===== src/rtl/des_pkg.sv =====
// Shared DES key-schedule definitions: widths, state encoding, PC-1/PC-2/shift tables.
// Tables use DES bit numbering (bit 1 is the MSB of the vector it indexes).
package des_pkg;

  localparam int KEY_W    = 64;
  localparam int HALF_W   = 28;
  localparam int CD_W     = 56;
  localparam int SUBKEY_W = 48;

  localparam logic ST_IDLE = 1'b0;
  localparam logic ST_RUN  = 1'b1;

  typedef enum logic {
    IDLE = ST_IDLE,
    RUN  = ST_RUN
  } state_t;

  localparam logic [6:0] PC1_TAB [CD_W] = '{
    7'd57, 7'd49, 7'd41, 7'd33, 7'd25, 7'd17, 7'd9,  7'd1,  7'd58, 7'd50, 7'd42, 7'd34, 7'd26, 7'd18,
    7'd10, 7'd2,  7'd59, 7'd51, 7'd43, 7'd35, 7'd27, 7'd19, 7'd11, 7'd3,  7'd60, 7'd52, 7'd44, 7'd36,
    7'd63, 7'd55, 7'd47, 7'd39, 7'd31, 7'd23, 7'd15, 7'd7,  7'd62, 7'd54, 7'd46, 7'd38, 7'd30, 7'd22,
    7'd14, 7'd6,  7'd61, 7'd53, 7'd45, 7'd37, 7'd29, 7'd21, 7'd13, 7'd5,  7'd28, 7'd20, 7'd12, 7'd4
  };

  localparam logic [5:0] PC2_TAB [SUBKEY_W] = '{
    6'd14, 6'd17, 6'd11, 6'd24, 6'd1,  6'd5,  6'd3,  6'd28, 6'd15, 6'd6,  6'd21, 6'd10,
    6'd23, 6'd19, 6'd12, 6'd4,  6'd26, 6'd8,  6'd16, 6'd7,  6'd27, 6'd20, 6'd13, 6'd2,
    6'd41, 6'd52, 6'd31, 6'd37, 6'd47, 6'd55, 6'd30, 6'd40, 6'd51, 6'd45, 6'd33, 6'd48,
    6'd44, 6'd49, 6'd39, 6'd56, 6'd34, 6'd53, 6'd46, 6'd42, 6'd50, 6'd36, 6'd29, 6'd32
  };

  localparam logic [1:0] SHIFT_TAB [16] = '{
    2'd1, 2'd1, 2'd2, 2'd2, 2'd2, 2'd2, 2'd2, 2'd2,
    2'd1, 2'd2, 2'd2, 2'd2, 2'd2, 2'd2, 2'd2, 2'd1
  };

  function automatic logic [HALF_W-1:0] rot_left(input logic [HALF_W-1:0] v, input logic [1:0] n);
    logic [HALF_W-1:0] r;
    case (n)
      2'd1:    r = {v[HALF_W-2:0], v[HALF_W-1]};
      2'd2:    r = {v[HALF_W-3:0], v[HALF_W-1:HALF_W-2]};
      default: r = v;
    endcase
    return r;
  endfunction

  function automatic logic [HALF_W-1:0] rot_right(input logic [HALF_W-1:0] v, input logic [1:0] n);
    logic [HALF_W-1:0] r;
    case (n)
      2'd1:    r = {v[0], v[HALF_W-1:1]};
      2'd2:    r = {v[1:0], v[HALF_W-1:2]};
      default: r = v;
    endcase
    return r;
  endfunction

  // Set when any key byte has even parity (DES keys carry odd parity per byte).
  function automatic logic key_parity_bad(input logic [KEY_W-1:0] k);
    return ~(^k[63:56]) | ~(^k[55:48]) | ~(^k[47:40]) | ~(^k[39:32]) |
           ~(^k[31:24]) | ~(^k[23:16]) | ~(^k[15:8])  | ~(^k[7:0]);
  endfunction

endpackage


===== src/rtl/des_key_pc2.sv =====
// Combinational DES PC-2 permutation: 56-bit C/D pair to 48-bit round subkey.
module des_key_pc2
  import des_pkg::*;
(
  input  logic [CD_W-1:0]     cd_i,
  output logic [SUBKEY_W-1:0] subkey_o
);

  for (genvar g = 0; g < SUBKEY_W; g++) begin : g_pc2
    assign subkey_o[SUBKEY_W-1-g] = cd_i[CD_W - int'(PC2_TAB[g])];
  end

  // PC-2 discards C/D bits 9, 18, 22, 25, 35, 38, 43 and 54.
  logic cd_unused;
  assign cd_unused = ^{cd_i[47], cd_i[38], cd_i[34], cd_i[31],
                       cd_i[21], cd_i[18], cd_i[13], cd_i[2]};

endmodule


===== src/rtl/des_key_schedule.sv =====
// Iterative DES key schedule: one registered C/D pair plus rotator emits K1..K16 or
// K16..K1 over a valid/ready handshake. Optional key parity flag: DES_KEY_PARITY_CHECK_EN.
module des_key_schedule
  import des_pkg::*;
#(
  parameter int NUM_ROUNDS = 16
) (
  input  logic                clk,
  input  logic                reset,
  input  logic                start,
  input  logic [KEY_W-1:0]    key_in,
  input  logic                decrypt,
  output logic [SUBKEY_W-1:0] subkey_out,
  output logic                subkey_valid,
  input  logic                subkey_ready,
  output logic [3:0]          round_idx,
  output logic                busy,
  output logic                done,
  output logic                parity_err
);

  localparam logic [3:0] LAST_IDX = 4'(NUM_ROUNDS - 32'd1);

  state_t            state_q, state_d;
  logic [HALF_W-1:0] c_q, c_d;
  logic [HALF_W-1:0] dh_q, dh_d;
  logic [3:0]        round_q, round_d;
  logic              dec_q, dec_d;
  logic              done_q, done_d;
  logic [CD_W-1:0]   pc1_s;
  logic              start_acc_s;
  logic              xfer_s;

  for (genvar g = 0; g < CD_W; g++) begin : g_pc1
    assign pc1_s[CD_W-1-g] = key_in[KEY_W - int'(PC1_TAB[g])];
  end

  // Byte parity bits never reach PC-1.
  logic key_unused;
  assign key_unused = ^{key_in[56], key_in[48], key_in[40], key_in[32],
                        key_in[24], key_in[16], key_in[8],  key_in[0]};

  assign start_acc_s = (state_q == IDLE) & start;
  assign xfer_s      = (state_q == RUN) & subkey_ready;

  // Next-state, rotation and round-counter logic.
  always_comb begin
    state_d = state_q;
    c_d     = c_q;
    dh_d    = dh_q;
    round_d = round_q;
    dec_d   = dec_q;
    done_d  = 1'b0;
    case (state_q)
      IDLE: begin
        if (start_acc_s) begin
          state_d = RUN;
          round_d = 4'd0;
          dec_d   = decrypt;
          // Decrypt starts from C16D16, which equals C0D0 after 28 total shifts.
          if (decrypt) begin
            c_d  = pc1_s[CD_W-1:HALF_W];
            dh_d = pc1_s[HALF_W-1:0];
          end else begin
            c_d  = rot_left(pc1_s[CD_W-1:HALF_W], SHIFT_TAB[0]);
            dh_d = rot_left(pc1_s[HALF_W-1:0], SHIFT_TAB[0]);
          end
        end else begin
          state_d = IDLE;
        end
      end
      RUN: begin
        if (xfer_s) begin
          if (round_q == LAST_IDX) begin
            state_d = IDLE;
            round_d = 4'd0;
            done_d  = 1'b1;
          end else begin
            round_d = round_q + 4'd1;
            if (dec_q) begin
              c_d  = rot_right(c_q, SHIFT_TAB[4'd15 - round_q]);
              dh_d = rot_right(dh_q, SHIFT_TAB[4'd15 - round_q]);
            end else begin
              c_d  = rot_left(c_q, SHIFT_TAB[round_q + 4'd1]);
              dh_d = rot_left(dh_q, SHIFT_TAB[round_q + 4'd1]);
            end
          end
        end else begin
          state_d = RUN;
        end
      end
      default: begin
        state_d = IDLE;
        round_d = 4'd0;
      end
    endcase
  end

  // Schedule state registers.
  always_ff @(posedge clk or posedge reset) begin
    if (reset) begin
      state_q <= IDLE;
      c_q     <= '0;
      dh_q    <= '0;
      round_q <= 4'd0;
      dec_q   <= 1'b0;
      done_q  <= 1'b0;
    end else begin
      state_q <= state_d;
      c_q     <= c_d;
      dh_q    <= dh_d;
      round_q <= round_d;
      dec_q   <= dec_d;
      done_q  <= done_d;
    end
  end

  des_key_pc2 u_pc2 (
    .cd_i     ({c_q, dh_q}),
    .subkey_o (subkey_out)
  );

  assign subkey_valid = (state_q == RUN);
  assign busy         = (state_q == RUN);
  assign round_idx    = round_q;
  assign done         = done_q;

`ifdef DES_KEY_PARITY_CHECK_EN
  logic parity_q, parity_d;

  // Parity flag is captured with each accepted start and held until the next one.
  always_comb begin
    parity_d = parity_q;
    if (start_acc_s) begin
      parity_d = key_parity_bad(key_in);
    end else begin
      parity_d = parity_q;
    end
  end

  // Parity flag register.
  always_ff @(posedge clk or posedge reset) begin
    if (reset) begin
      parity_q <= 1'b0;
    end else begin
      parity_q <= parity_d;
    end
  end

  assign parity_err = parity_q;
`else
  assign parity_err = 1'b0;
`endif

endmodule


===== config.mk =====
export PLATFORM = sky130hd
export DESIGN_NAME = des_key_schedule
export DESIGN_NICKNAME = d
export VERILOG_FILES = /design/src/rtl/des_pkg.sv /design/src/rtl/des_key_pc2.sv /design/src/rtl/des_key_schedule.sv
export SDC_FILE = /design/constraint.sdc
export NUM_CORES = 1
export LEC_CHECK = 0
export BUFFER_PORTS_ARGS = -buffer_cell sky130_fd_sc_hd__buf_4
export CAP_MARGIN = 5
export CORE_ASPECT_RATIO = 1.4
export CORE_UTILIZATION = 40
export DETAILED_ROUTE_END_ITERATION = 8
export GPL_ROUTABILITY_DRIVEN = 0
export SETUP_SLACK_MARGIN = 0.15
export SYNTH_ARGS = -nofsm -noshare
export SYNTH_HDL_FRONTEND = slang
export SYNTH_SLANG_ARGS = --single-unit
export TNS_END_PERCENT = 5

===== constraint.sdc =====
create_clock -name clk -period 4.35 [get_ports clk]
set_input_delay 0.2175 -clock clk [delete_from_list [all_inputs] [get_ports clk]]
set_output_delay 0.2175 -clock clk [all_outputs]
set_load 0.03 [all_outputs]

Word-level counts from Yosys, hierarchy flattened
Memories as Yosys holds them, arrays and structs flattened.
Index checks and enable logic that the tools add are counted.
{"block": "totals", "mem_bits_ro": 64, "out_inout_bits": 56, "mem_count": 2, "ff_bits": 63, "wordCells": 61}
{"block": "op_classes", "addsub": 2, "n_lt_le_gt_ge": 2, "muxes": 31, "n_reduce_logical": 3, "n_eq_ne": 10, "bitwise": 5}
{"memory": "(name not given)", "words": 16, "width": 2, "rd": 1, "rd_clocked_by_memory_dff": 0, "wr": 0, "line": "des_key_schedule.sv:85", "text": "dh_d = rot_left(dh_q, SHIFT_TAB[round_q + 4'd1]);"}
{"memory": "(name not given)", "words": 16, "width": 2, "rd": 1, "rd_clocked_by_memory_dff": 0, "wr": 0, "line": "des_key_schedule.sv:82", "text": "dh_d = rot_right(dh_q, SHIFT_TAB[4'd15 - round_q]);"}
{"op": "28-bit one-hot mux with 2 select lines", "n": 6}
{"op": "28-bit 2-to-1 mux", "n": 10}
{"op": "4-bit 2-to-1 mux", "n": 3}
{"op": "5-bit >= comparator (second input constant)", "n": 2}
{"op": "4-bit inverter with 5-bit output", "n": 2}
{"op": "2-bit 2-to-1 mux", "n": 4}
{"op": "4-bit one-hot mux with 2 select lines", "n": 1}
{"op": "1-bit 2-to-1 mux", "n": 6}
{"op": "5-bit AND reduction", "n": 1}
{"op": "4-bit by 1-bit adder with 4-bit output (second input constant)", "n": 1}
{"op": "2-bit by 1-bit == test with 1-bit output (second input constant)", "n": 2}
{"op": "2-bit == test (second input constant)", "n": 2}
{"op": "4-bit == test (second input constant)", "n": 1}
{"op": "2-bit inequality test (second input constant)", "n": 2}
{"op": "4-bit by 1-bit inequality test with 1-bit output (second input constant)", "n": 1}
{"op": "4-bit by 2-bit inequality test with 1-bit output (second input constant)", "n": 1}
{"op": "2-bit AND reduction", "n": 2}
{"op": "4-bit subtractor (first input constant)", "n": 1}
{"op": "1-bit bitwise AND", "n": 2}
{"op": "2-bit by 1-bit inequality test with 1-bit output (second input constant)", "n": 1}
{"op": "1-bit one-hot mux with 2 select lines", "n": 1}
{"op": "1-bit inverter", "n": 1}

Longest topological paths before layout
Gate-level depths: netlist of run 1.
{"block": "logic_depth", "ltp_word": 11, "mapped_depth": 12}

Cells and area by module
A second synthesis of run 1 with hierarchy kept.
{"block": "hier_totals", "hier_cells": 558, "area_unflattened_um2": 5881.9}
{"mod": "des_key_schedule", "seq_area_each_um2": 1576.5, "area_each_um2": 5521.5, "cells_each": 510, "instances": 1}
{"mod": "des_key_pc2", "seq_area_each_um2": 0.0, "area_each_um2": 360.3, "cells_each": 48, "instances": 1}

Worst setup path after synthesis of run 1
No wires, ideal clock.
{"block": "synth_path", "kind": "register to register", "startpoint": "reg round_q[0], in the netlist round_idx[0]", "endpoint": "reg dh_q[15]", "path_slack_ps": 1482, "t_required_ps": 4225, "synth_period_minus_slack_ps": 2868, "arrival_time_ps": 2743, "stages_incl_launch_ff": 12, "setup_ps": 125, "path_cell_list": "dfrtp_1 -> inv_1 -> ha_1 -> maj3_1 -> a21oi_1 -> ha_1 -> buf_4 -> buf_2 -> mux2_2 -> o22ai_1 -> a31oi_1 -> mux2_4"}
{"block": "synth_via", "elab_chain_cells": 11, "word_cells_on_any_way": 25, "cone_classes": "add/sub: 2; eq/ne: 8; mux: 10; bitwise: 2; reduce/logical: 1; memory: 2"}
{"element": "start, declared", "line": "des_key_schedule.sv:27", "text": "logic [3:0] round_q, round_d;"}
{"element": "start signal, assigned", "line": "des_key_schedule.sv:112", "text": "round_q <= round_d;"}
{"element": "4-bit by 1-bit adder with 4-bit output or 4-bit subtractor (tied branches)", "line": "des_key_schedule.sv:85, des_key_schedule.sv:82"}
{"element": "4-bit inverter with 5-bit output (on tied branches)", "line": "des_key_schedule.sv:85, des_key_schedule.sv:82"}
{"element": "memory read 16 x 2 bit (on tied branches)"}
{"element": "2-bit 2-to-1 mux (on tied branches) (2 in a row)", "line": "des_key_schedule.sv:85, des_key_schedule.sv:82"}
{"element": "2-bit == test (tied with other cells)"}
{"element": "28-bit one-hot mux with 2 select lines (on tied branches)", "line": "des_pkg.sv:39, des_pkg.sv:49"}
{"element": "28-bit 2-to-1 mux", "line": "des_key_schedule.sv:80", "text": "if (dec_q) begin"}
{"element": "28-bit 2-to-1 mux", "line": "des_key_schedule.sv:74", "text": "if (round_q == LAST_IDX) begin"}
{"element": "28-bit 2-to-1 mux", "line": "des_key_schedule.sv:73", "text": "if (xfer_s) begin"}
{"element": "28-bit one-hot mux with 2 select lines", "line": "des_key_schedule.sv:54", "text": "case (state_q)"}
{"element": "end signal, assigned", "line": "des_key_schedule.sv:111", "text": "dh_q <= dh_d;"}
{"element": "end, declared", "line": "des_key_schedule.sv:26", "text": "logic [HALF_W-1:0] dh_q, dh_d;"}
Several ways; a longest one is shown, not always the timed one. The select of a mux whose other input is x is not followed.
A chain may end at the register's enable or synchronous reset.

Worst setup path in the final report of run 1
{"block": "layout_path", "startpoint": "reg round_q[2], in the netlist round_idx[2]", "endpoint": "reg dh_q[24]"}
The elaborated chain is that of the path after synthesis.

==> results of run 1 <==
-- metrics by stage --
step | power (mW) | hold slack, ps | cells | worst slack (ps) | util
2_1_floorplan | 4.97 | 350 | 558 | 1480 | -
3_3_place_gp | 5.55 | 469 | 767 | 1300 | 0.446
3_5_place_dp | 5.65 | 463 | 767 | 1210 | 0.446
4_1_cts | 6.40 | 113 | 782 | 1200 | 0.466
5_1_grt | 6.76 | 124 | 782 | 933 | 0.466
6_report | 6.34 | 111 | 782 | 1210 | 0.466
-- cells by family after synthesis --
logic type | synth area share
muxes | 0.441
AOI/OAI and AO/OA | 0.134
xor gates and xnor gates | 0.00298
DFF | 0.268
adders and majority gates | 0.0230
other | 0.000638
and+or+nand+nor | 0.0149
buffers and inverters | 0.115
-- cell usage in the layout, fill, tap and decap left out, types with 5 or more instances in the layout --
cell type  instances
nand3_1            5
mux2_4            29
a31oi_1           57
inv_1              5
o21ai_0            5
nand2_1            7
mux2i_1           58
clkbuf_16          9
buf_4            122
o22ai_1           57
dfrtp_1           61
mux2_2           136
ha_1               8
-- how the worst max path moves through the flow --
stage | from | endpoint | slack, ps
floorplan | round_idx[0]$_DFFE_PP0P_ | dh_q[15]$_DFFE_PP0P_ | 1480
global placement | round_idx[2]$_DFFE_PP0P_ | dh_q[25]$_DFFE_PP0P_ | 1300
detailed placement | round_idx[1]$_DFFE_PP0P_ | dh_q[24]$_DFFE_PP0P_ | 1210
CTS | round_idx[1]$_DFFE_PP0P_ | dh_q[24]$_DFFE_PP0P_ | 1200
global route | round_idx[2]$_DFFE_PP0P_ | dh_q[24]$_DFFE_PP0P_ | 930
finish | round_idx[2]$_DFFE_PP0P_ | dh_q[24]$_DFFE_PP0P_ | 1210
-- critical path, cell delays in order, from the launching register on --
cell,delay [ps]
dfrtp_1,590
nand3_1,150
xnor2_1,360
mux2i_1,230
o21a_1,160
ha_2,180
buf_4,360
mux2_2,380
o22ai_1,190
a31oi_1,60
mux2_1,330
-- area by class of cell --
cell class / count / area, µm²
clock buffers: 11 / 253
repair buffers: 122 / 916
fillers: 1387 / 7670
inverters: 6 / 22.5
multi-input cells: 387 / 3650
well taps: 189 / 236
clock inverters: 4 / 45.0
flip-flops and latches: 63 / 1580
-- sequential cells by signal, summed over array words and instances (netlist names) --
register   cells
c_q           28
dh_q          28
round_idx      4
busy           1
dec_q          1
done           1
-- per-layer routing --
| layer | vias to the layer above | GRT usage | share of wire |
|---|---|---|---|
| met2 | 106 | 0.338 | 0.49 |
| met4 | 0 | 0.0871 | 0.025 |
| met1 | 2210 | 0.245 | 0.45 |
| met3 | 20 | 0.0251 | 0.036 |
| met5 | - | 0 | 0 |
| li1 | 2137 | - | - |
-- power by group through the flow --
stage / sequential (mW) / combinational [mW] / clock, mW
2_1_floorplan: 1.09 / 3.88 / 0
3_3_place_gp: 1.20 / 4.35 / 0
3_5_place_dp: 1.22 / 4.42 / 0
4_1_cts: 1.21 / 4.43 / 0.750
5_1_grt: 1.26 / 4.73 / 0.769
6_report: 1.21 / 4.40 / 0.734
==> flow_metrics.tcl, run 1 <==
set metrics [dict create \
    grt_pass1_vias 4692 \
    grt_use_total 0.197 \
    synth-seq-area-share 0.268 \
    critPathKind "flop to flop" \
    die_w_um 104 \
    grt_overflow_total 0 \
    slew_viol_final 0 \
    antenna_found_initial 0 \
    fp.dieArea_mm2 0.0152 \
    drt-total-wl_um 14800 \
    synth_edf_count 0 \
    leakage_nw 2.74 \
    ys_top_cells_by_count "mux2_2, dfrtp_1, mux2i_1" \
    insertion_delay_ps 330 \
    post_cts_buffers 0 \
    swShare 0.439 \
    ys_warn_count 0 \
    cts_sinks 63 \
    synthesis.nets 637 \
    path_clk_slew_ps 50 \
    max_freq_mhz 318 \
    die_h_um 145 \
    clock-root-buffer "clkbuf_16" \
    drc 0 \
    hp-class "primary input to asynchronous set/reset pin" \
    grt_max_degree 67 \
    core.rowCount 52 \
    diodes 0 \
    worst_pin_slew_ps 1220 \
    power_switching_mw 2.78 \
    reg2reg_depth 10 \
    synth_most_common_cell "mux2_2" \
    yosysTopAreaCellShare 0.268 \
    end_kind "flop" \
    cp_data_required_time_ps 4560 \
    ys_ff_latch 63 \
    hpwl_um 9470 \
    reg2reg_slack_ps 1210 \
    period_share 0.722 \
    syn_inst 558 \
    r2r-start "round_idx[2]$_DFFE_PP0P_" \
    finClkSkew_ps 4.19 \
    nNetsFinal 668 \
    cts_tree "yes" \
    avgViaCountPerCell 5.72 \
    drive_above_1_share 0.521 \
    synth_ff_type "dfrtp_1" \
    outcome "finished, final reports clean" \
    vdd_drop_max_mv 0.912 \
    antenna_left 0 \
    start_util 0.409 \
    drv_cap 0 \
    core_mm2 0.0144 \
    portBuffers 115 \
    htree_num_levels 3 \
    relSlewSlack 0.189 \
    cts_hold_buf 0 \
    rsz0062_at_grt "no" \
    start_kind "flop" \
    firstDrtPassIters 4 \
    fin_setup_tns_ps 0 \
    arrival_ps 3350 \
    comb_power_share 0.693 \
    yosysTopAreaCell "dfrtp_1" \
    internal-power_mw 3.56 \
    crit_fanout 29 \
    setup_viol 0 \
    wl_per_cell_um 18.9 \
    sequentialPowerShare 0.191 \
    synthArstFlopShare 1.00 \
    synth_cell_types 29 \
    cts_buffers 9 \
    ios 125 \
    grt_first_pass_wirelength_um 24300 \
    cts-resized-gates 0 \
    power.share.clock 0.116 \
    synth.area.top_cells "dfrtp_1, mux2_2, mux2i_1" \
    post_dp_cell_area_mm2 0.00641 \
    p_per_area_mw_per_mm2 946 \
    worstReg2RegEnd "dh_q[24]$_DFFE_PP0P_" \
    finalHoldViolations 0 \
    area_growth_pct 14.0 \
    synth_area_mm2 0.00588 \
    vias 4473 \
    drtIter0Drc 169 \
    clock_path_buffers 2 \
    finalInstanceArea_mm2 0.00671 \
    period_minus_slack_ps 3140 \
    syn_avg_cell_area_um2 10.5 \
]
(Power assumes the default switching activity.)
==> inputs of run 2 (changes only) <==
==> constraint.sdc (replaced) <==
create_clock -name clk -period 3.3 [get_ports clk]
set_input_delay 0.165 -clock clk [delete_from_list [all_inputs] [get_ports clk]]
set_output_delay 0.165 -clock clk [all_outputs]
set_load 0.03 [all_outputs]
==> run 2 against run 1 <==
Net effect: first-iteration DRC count fell by 12%; clock skew rose by 4.9 ps; routed wire length rose by 0.22%; clock power rose by 31%; global-route usage barely moved; sequential power rose by 34%; flip-flop and latch count did not move; combinational power rose by 36%; via count rose by 1.8%.
==> flow_metrics.tcl, run 2 (synthesis gave the netlist of run 1 again) <==
set metrics [dict create \
    outcome "finished, final reports clean" \
    multiInputGateArea_mm2 0.00366 \
    cts_tree "yes" \
    grt_max_degree 68 \
    end_kind "flop" \
    core.rowCount 52 \
    die_w_um 104 \
    post_cts_buffers 0 \
    ios 125 \
    wl_per_cell_um 18.7 \
    drt-total-wl_um 14800 \
    antenna_found_initial 0 \
    period_minus_slack_ps 2960 \
    vias 4552 \
    power.share.clock 0.112 \
    sequentialPowerShare 0.189 \
    area_growth_pct 16.1 \
    fin_setup_tns_ps 0 \
    layout_common_cells "mux2_2, buf_4, dfrtp_1, mux2i_1" \
    grt_use_total 0.197 \
    cts_sinks 63 \
    hp-class "primary input to flop" \
    finalHoldViolations 0 \
    fp.dieArea_mm2 0.0152 \
    finClkSkew_ps 9.05 \
    final_common_cell "mux2_2" \
    drc 0 \
    grt_first_pass_wirelength_um 24400 \
    cts_buffers 9 \
    reg2reg_depth 10 \
    portBuffers 115 \
    grt_pass1_vias 4711 \
    clock_path_buffers 2 \
    vdd_drop_max_mv 0.872 \
    period_share 0.896 \
    hold_ws_ps 61.1 \
    leakage_nw 2.78 \
    firstDrtPassIters 4 \
    power_switching_mw 3.74 \
    die_h_um 145 \
    start_kind "flop" \
    p_per_area_mw_per_mm2 1250 \
    worst_pin_slew_ps 767 \
    diodes 0 \
    hpwl_um 9740 \
    worstReg2RegEnd "dh_q[25]$_DFFE_PP0P_" \
    drv_cap 0 \
    avgViaCountPerCell 5.75 \
    core_mm2 0.0144 \
    internal-power_mw 4.83 \
    antenna_left 0 \
    drive_above_1_share 0.530 \
    hold_path_end "busy$_DFF_PP0_" \
    comb_power_share 0.699 \
    seqCellArea_mm2 0.00158 \
    final_util 0.475 \
    start_util 0.409 \
    min_from "start" \
    relSlewSlack 0.489 \
    grt_overflow_total 0 \
    r2r-start "round_idx[0]$_DFFE_PP0P_" \
    slew_viol_final 0 \
    n_fill_cell 1365 \
    reg2reg_slack_ps 340 \
    critPathKind "flop to flop" \
    nNetsFinal 676 \
    max_freq_mhz 338 \
    setup_viol 0 \
    swShare 0.436 \
    arrival_ps 3170 \
    clock-root-buffer "clkbuf_16" \
    drtIter0Drc 149 \
    holdPathStages 3 \
    insertion_delay_ps 340 \
    htree_num_levels 3 \
    rsz0062_at_grt "no" \
    cp_data_required_time_ps 3520 \
    path_clk_slew_ps 50 \
    crit_fanout 36 \
]
[run 2: changes by cell type in the layout (fill, tap and decap cells not counted), sizes merged]
cell,change
buf,+7
clkbuf,-2
clkinv,-1
clkinvlp,+4
dlygate4sd3,+1
[run 2: through the flow]
stage | power, mW | instances | area, µm² | setup WS [ps]
after global routing | 9.11 | 791 | 6830 | 154
final | 8.57 | 791 | 6830 | 344
after detailed placement | 7.63 | 774 | 6510 | 328
after floorplan | 6.55 | 558 | 5880 | 432
after CTS | 8.63 | 791 | 6820 | 314
after global placement | 7.53 | 774 | 6510 | 375
[run 2: how the worst max path moves through the flow]
stage | to | slack (ps) | from | cells after the start
floorplan | dh_q[15]$_DFFE_PP0P_ | 430 | round_idx[0]$_DFFE_PP0P_ | 11
global placement | c_q[17]$_DFFE_PP0P_ | 380 | round_idx[1]$_DFFE_PP0P_ | 9
detailed placement | dh_q[25]$_DFFE_PP0P_ | 330 | round_idx[1]$_DFFE_PP0P_ | 9
CTS | dh_q[25]$_DFFE_PP0P_ | 310 | round_idx[1]$_DFFE_PP0P_ | 9
global route | c_q[22]$_DFFE_PP0P_ | 150 | round_idx[0]$_DFFE_PP0P_ | 10
finish | dh_q[25]$_DFFE_PP0P_ | 340 | round_idx[0]$_DFFE_PP0P_ | 10
[run 2: power by group through the flow]
stage / Clock [mW] / Combinational, mW / Sequential, mW
finish: 0.959 / 5.99 / 1.62
global route: 1.01 / 6.41 / 1.68
CTS: 0.983 / 6.03 / 1.62
detailed placement: 0 / 6.00 / 1.63
global placement: 0 / 5.91 / 1.62
floorplan: 0 / 5.11 / 1.44
[run 2: area by class of cell]
type | count | share of cell area
multi-input cells | 387 | 0.536
flip-flops and latches | 63 | 0.232
repair buffers | 130 | 0.151
well taps | 189 | 0.0346
clock buffers | 9 | 0.0330
clock inverters | 7 | 0.0108
inverters | 6 | 0.00330
[run 2: layer usage]
layer  vias up  wire [µm]  share of wire  GRT usage
met1      2258       6340           0.43      0.246
met5         -          0              0          0
met4         0        333          0.023     0.0771
met2       124       7510           0.51      0.339
li1       2151          -              -          -
met3        19        602          0.041     0.0309
[run 2: worst max-delay path: stages, from the launching register on]
cell and delay [ps]:
dfrtp_1 470, inv_1 150, ha_1 220, maj3_1 330, a21oi_1 250, ha_2 260
buf_12 230, mux2_2 360, o22ai_1 170, a31oi_1 60, mux2_1 320
[run 2: what timing repair did]
item,4_1_cts,5_1_grt
hold buffers,1,0
endpoints found under the setup margin,0,10
resized for setup,0,2
endpoints found under the hold margin,16,0
==> inputs of run 3 (changes only) <==
==> constraint.sdc (replaced) <==
create_clock -name clk -period 2.9 [get_ports clk]
set_input_delay 0.145 -clock clk [delete_from_list [all_inputs] [get_ports clk]]
set_output_delay 0.145 -clock clk [all_outputs]
set_load 0.03 [all_outputs]
==> run 3 against run 2 <==
Net effect: the flow now finishes with violations (DRC, hold timing); via count is 4.0% higher; fmax is 7.1% higher; combinational power is 38% higher; global-route usage hardly changed; sequential power is 14% higher; die area stayed put; sequential share of layout area is 1.6 points lower; critical endpoint is now dh_q[23]$_DFFE_PP0P_; largest power group unchanged; highest routed layer unchanged.
==> flow_metrics.tcl, run 3 (synthesis gave the netlist of run 1 again) <==
set metrics [dict create \
    outcome "finished, violations left" \
    violations "DRC, hold timing" \
    avgViaCountPerCell 5.87 \
    hp-class "primary input to asynchronous set/reset pin" \
    start_util 0.409 \
    fin_setup_tns_ps 0 \
    path_clk_slew_ps 60 \
    final_common_cell "mux2_2" \
    finClkSkew_ps 7.47 \
    vias 4733 \
    period_minus_slack_ps 2760 \
    arrival_ps 2970 \
    die_w_um 104 \
    crit_fanout 7 \
    path_buf_inv 3 \
    antenna_found_initial 0 \
    period_share 0.952 \
    fp.dieArea_mm2 0.0152 \
    start_kind "flop" \
    cts_tree "yes" \
    finalHoldViolations 35 \
    portBuffers 115 \
    setup_viol 0 \
    drc 1 \
    cpMaxStageDelayCell "dfrtp_2" \
    ios 125 \
    leakage_nw 3.02 \
    crit_chain "ha_2 > buf_4 > or3_1 > a21oi_2 > a21oi_2 > ha_4 > buf_6 > clkbuf_16 > mux2_2 > o22ai_1 > a31oi_1 > mux2_4" \
    htree_num_levels 3 \
    hold_ws_ps -15.9 \
    clock-root-buffer "clkbuf_16" \
    core.rowCount 52 \
    grt_max_degree 77 \
    layout_common_cells "mux2_2, buf_4, dfrtp_1, mux2i_1, a31oi_1" \
    nNetsFinal 692 \
    hpwl_um 9650 \
    critPathKind "flop to flop" \
    diodes 0 \
    crit_path_frequent_cell "a21oi_2" \
    area_growth_pct 24.7 \
    cts_sinks 63 \
    grt_first_pass_wirelength_um 24300 \
    cts_buffers 9 \
    n_fill_cell 1304 \
    worst_pin_slew_ps 892 \
    wl_per_cell_um 20.0 \
    rsz0062_at_grt "yes" \
    dpl.cell_count 775 \
    cts_hold_buf 0 \
    max_freq_mhz 362 \
    drtIter0Drc 201 \
    relSlewSlack 0.405 \
    grt_pass1_vias 4690 \
    p_per_area_mw_per_mm2 1550 \
    cp_data_required_time_ps 3110 \
    clock_path_buffers 2 \
    die_h_um 145 \
    layout.cells.non_filler 806 \
    drive_above_1_share 0.592 \
    slew_viol_final 0 \
    drv_cap 0 \
    antenna_left 0 \
    firstDrtPassIters 7 \
    drt-total-wl_um 16100 \
    critical_path.top_delay_family "multiplexers" \
    vdd_drop_max_mv 0.653 \
    max_stage_delay_ps 430 \
    grt_overflow_total 0 \
    insertion_delay_ps 330 \
    end_kind "flop" \
    grt_use_total 0.197 \
    core_mm2 0.0144 \
]
==> run 3: changes by cell type in the layout (fill, tap and decap cells not counted), moves of 4 or more <==
| cell | previous run | this run |
|---|---|---|
| o22ai_1 | 57 | 37 |
| clkinvlp_4 | 4 | 0 |
| buf_6 | 0 | 4 |
| mux2_4 | 29 | 33 |
| o22ai_2 | 0 | 20 |
| clkbuf_16 | 9 | 13 |
==> run 3: worst paths after layout <==
kind	startpoint	endpoint	slack (ps)	cells past startpoint
setup / recovery	round_idx[1]$_DFFE_PP0P_	dh_q[23]$_DFFE_PP0P_	140	12
hold / removal	reset	dh_q[11]$_DFFE_PP0P_	-20	2
setup reg to reg	round_idx[1]$_DFFE_PP0P_	dh_q[23]$_DFFE_PP0P_	140	12
hold reg to reg	c_q[6]$_DFFE_PP0P_	c_q[6]$_DFFE_PP0P_	580	1
max in group asynchronous	reset	c_q[17]$_DFFE_PP0P_	2000	3
min in group clk	start	busy$_DFF_PP0_	60	3
==> run 3: cell type report <==
type / instances / area (µm²) / share of cell area
Inverter: 6 / 22.5 / 0.00307
Timing Repair Buffer: 146 / 1320 / 0.179
Clock buffer: 12 / 267 / 0.0363
Clock inverter: 3 / 65.1 / 0.00887
Multi-Input combinational cell: 387 / 3840 / 0.524
Tap cell: 189 / 236 / 0.0322
Sequential cell: 63 / 1580 / 0.216
==> run 3: power breakdown <==
group          total (mW)  internal, mW  switching [mW]  leakage, nW
clock network        1.22         0.817           0.401        0.165
registers            1.85          1.25           0.599        0.653
logic                8.28          4.54            3.74         2.21
==> run 3: what timing repair did <==
| item | 4_1_cts | 5_1_grt |
|---|---|---|
| cloned | 2 | 6 |
| setup buffers | 4 | 4 |
| resized for setup | 6 | 34 |
| endpoints found under the hold margin | 0 | 0 |
| endpoints found under the setup margin | 56 | 56 |
| pin swaps | 1 | 2 |
==> run 3: metrics by stage <==
| stage | hold WS, ps | utilization | cell area, µm² | power [mW] | setup WS (ps) |
|---|---|---|---|---|---|
| floorplan | 277 | - | 5880 | 7.46 | 152 |
| global placement | 374 | 0.455 | 6550 | 8.66 | 132 |
| detailed placement | 376 | 0.455 | 6550 | 8.78 | 33.4 |
| CTS | 26.4 | 0.486 | 6990 | 10.3 | 152 |
| global route | 71.3 | 0.510 | 7330 | 11.9 | 42.8 |
| finish | -15.9 | 0.510 | 7330 | 11.3 | 140 |
==> run 3: metal layers <==
metal	global-route usage	routed length [µm]	part of all wire
met1	0.248	6890	0.43
met2	0.339	8230	0.51
met4	0.0721	259	0.016
met3	0.0273	732	0.045
met5	0	0	0
==> run 3: worst register-to-register path: cells and delay by family, from the launching register on <==
family | cells | cell delay (ps)
buf+inv | 3 | 460
flops | 1 | 430
simple gates | 1 | 330
compound gates | 4 | 470
mux | 2 | 570
fa+ha+maj | 2 | 390
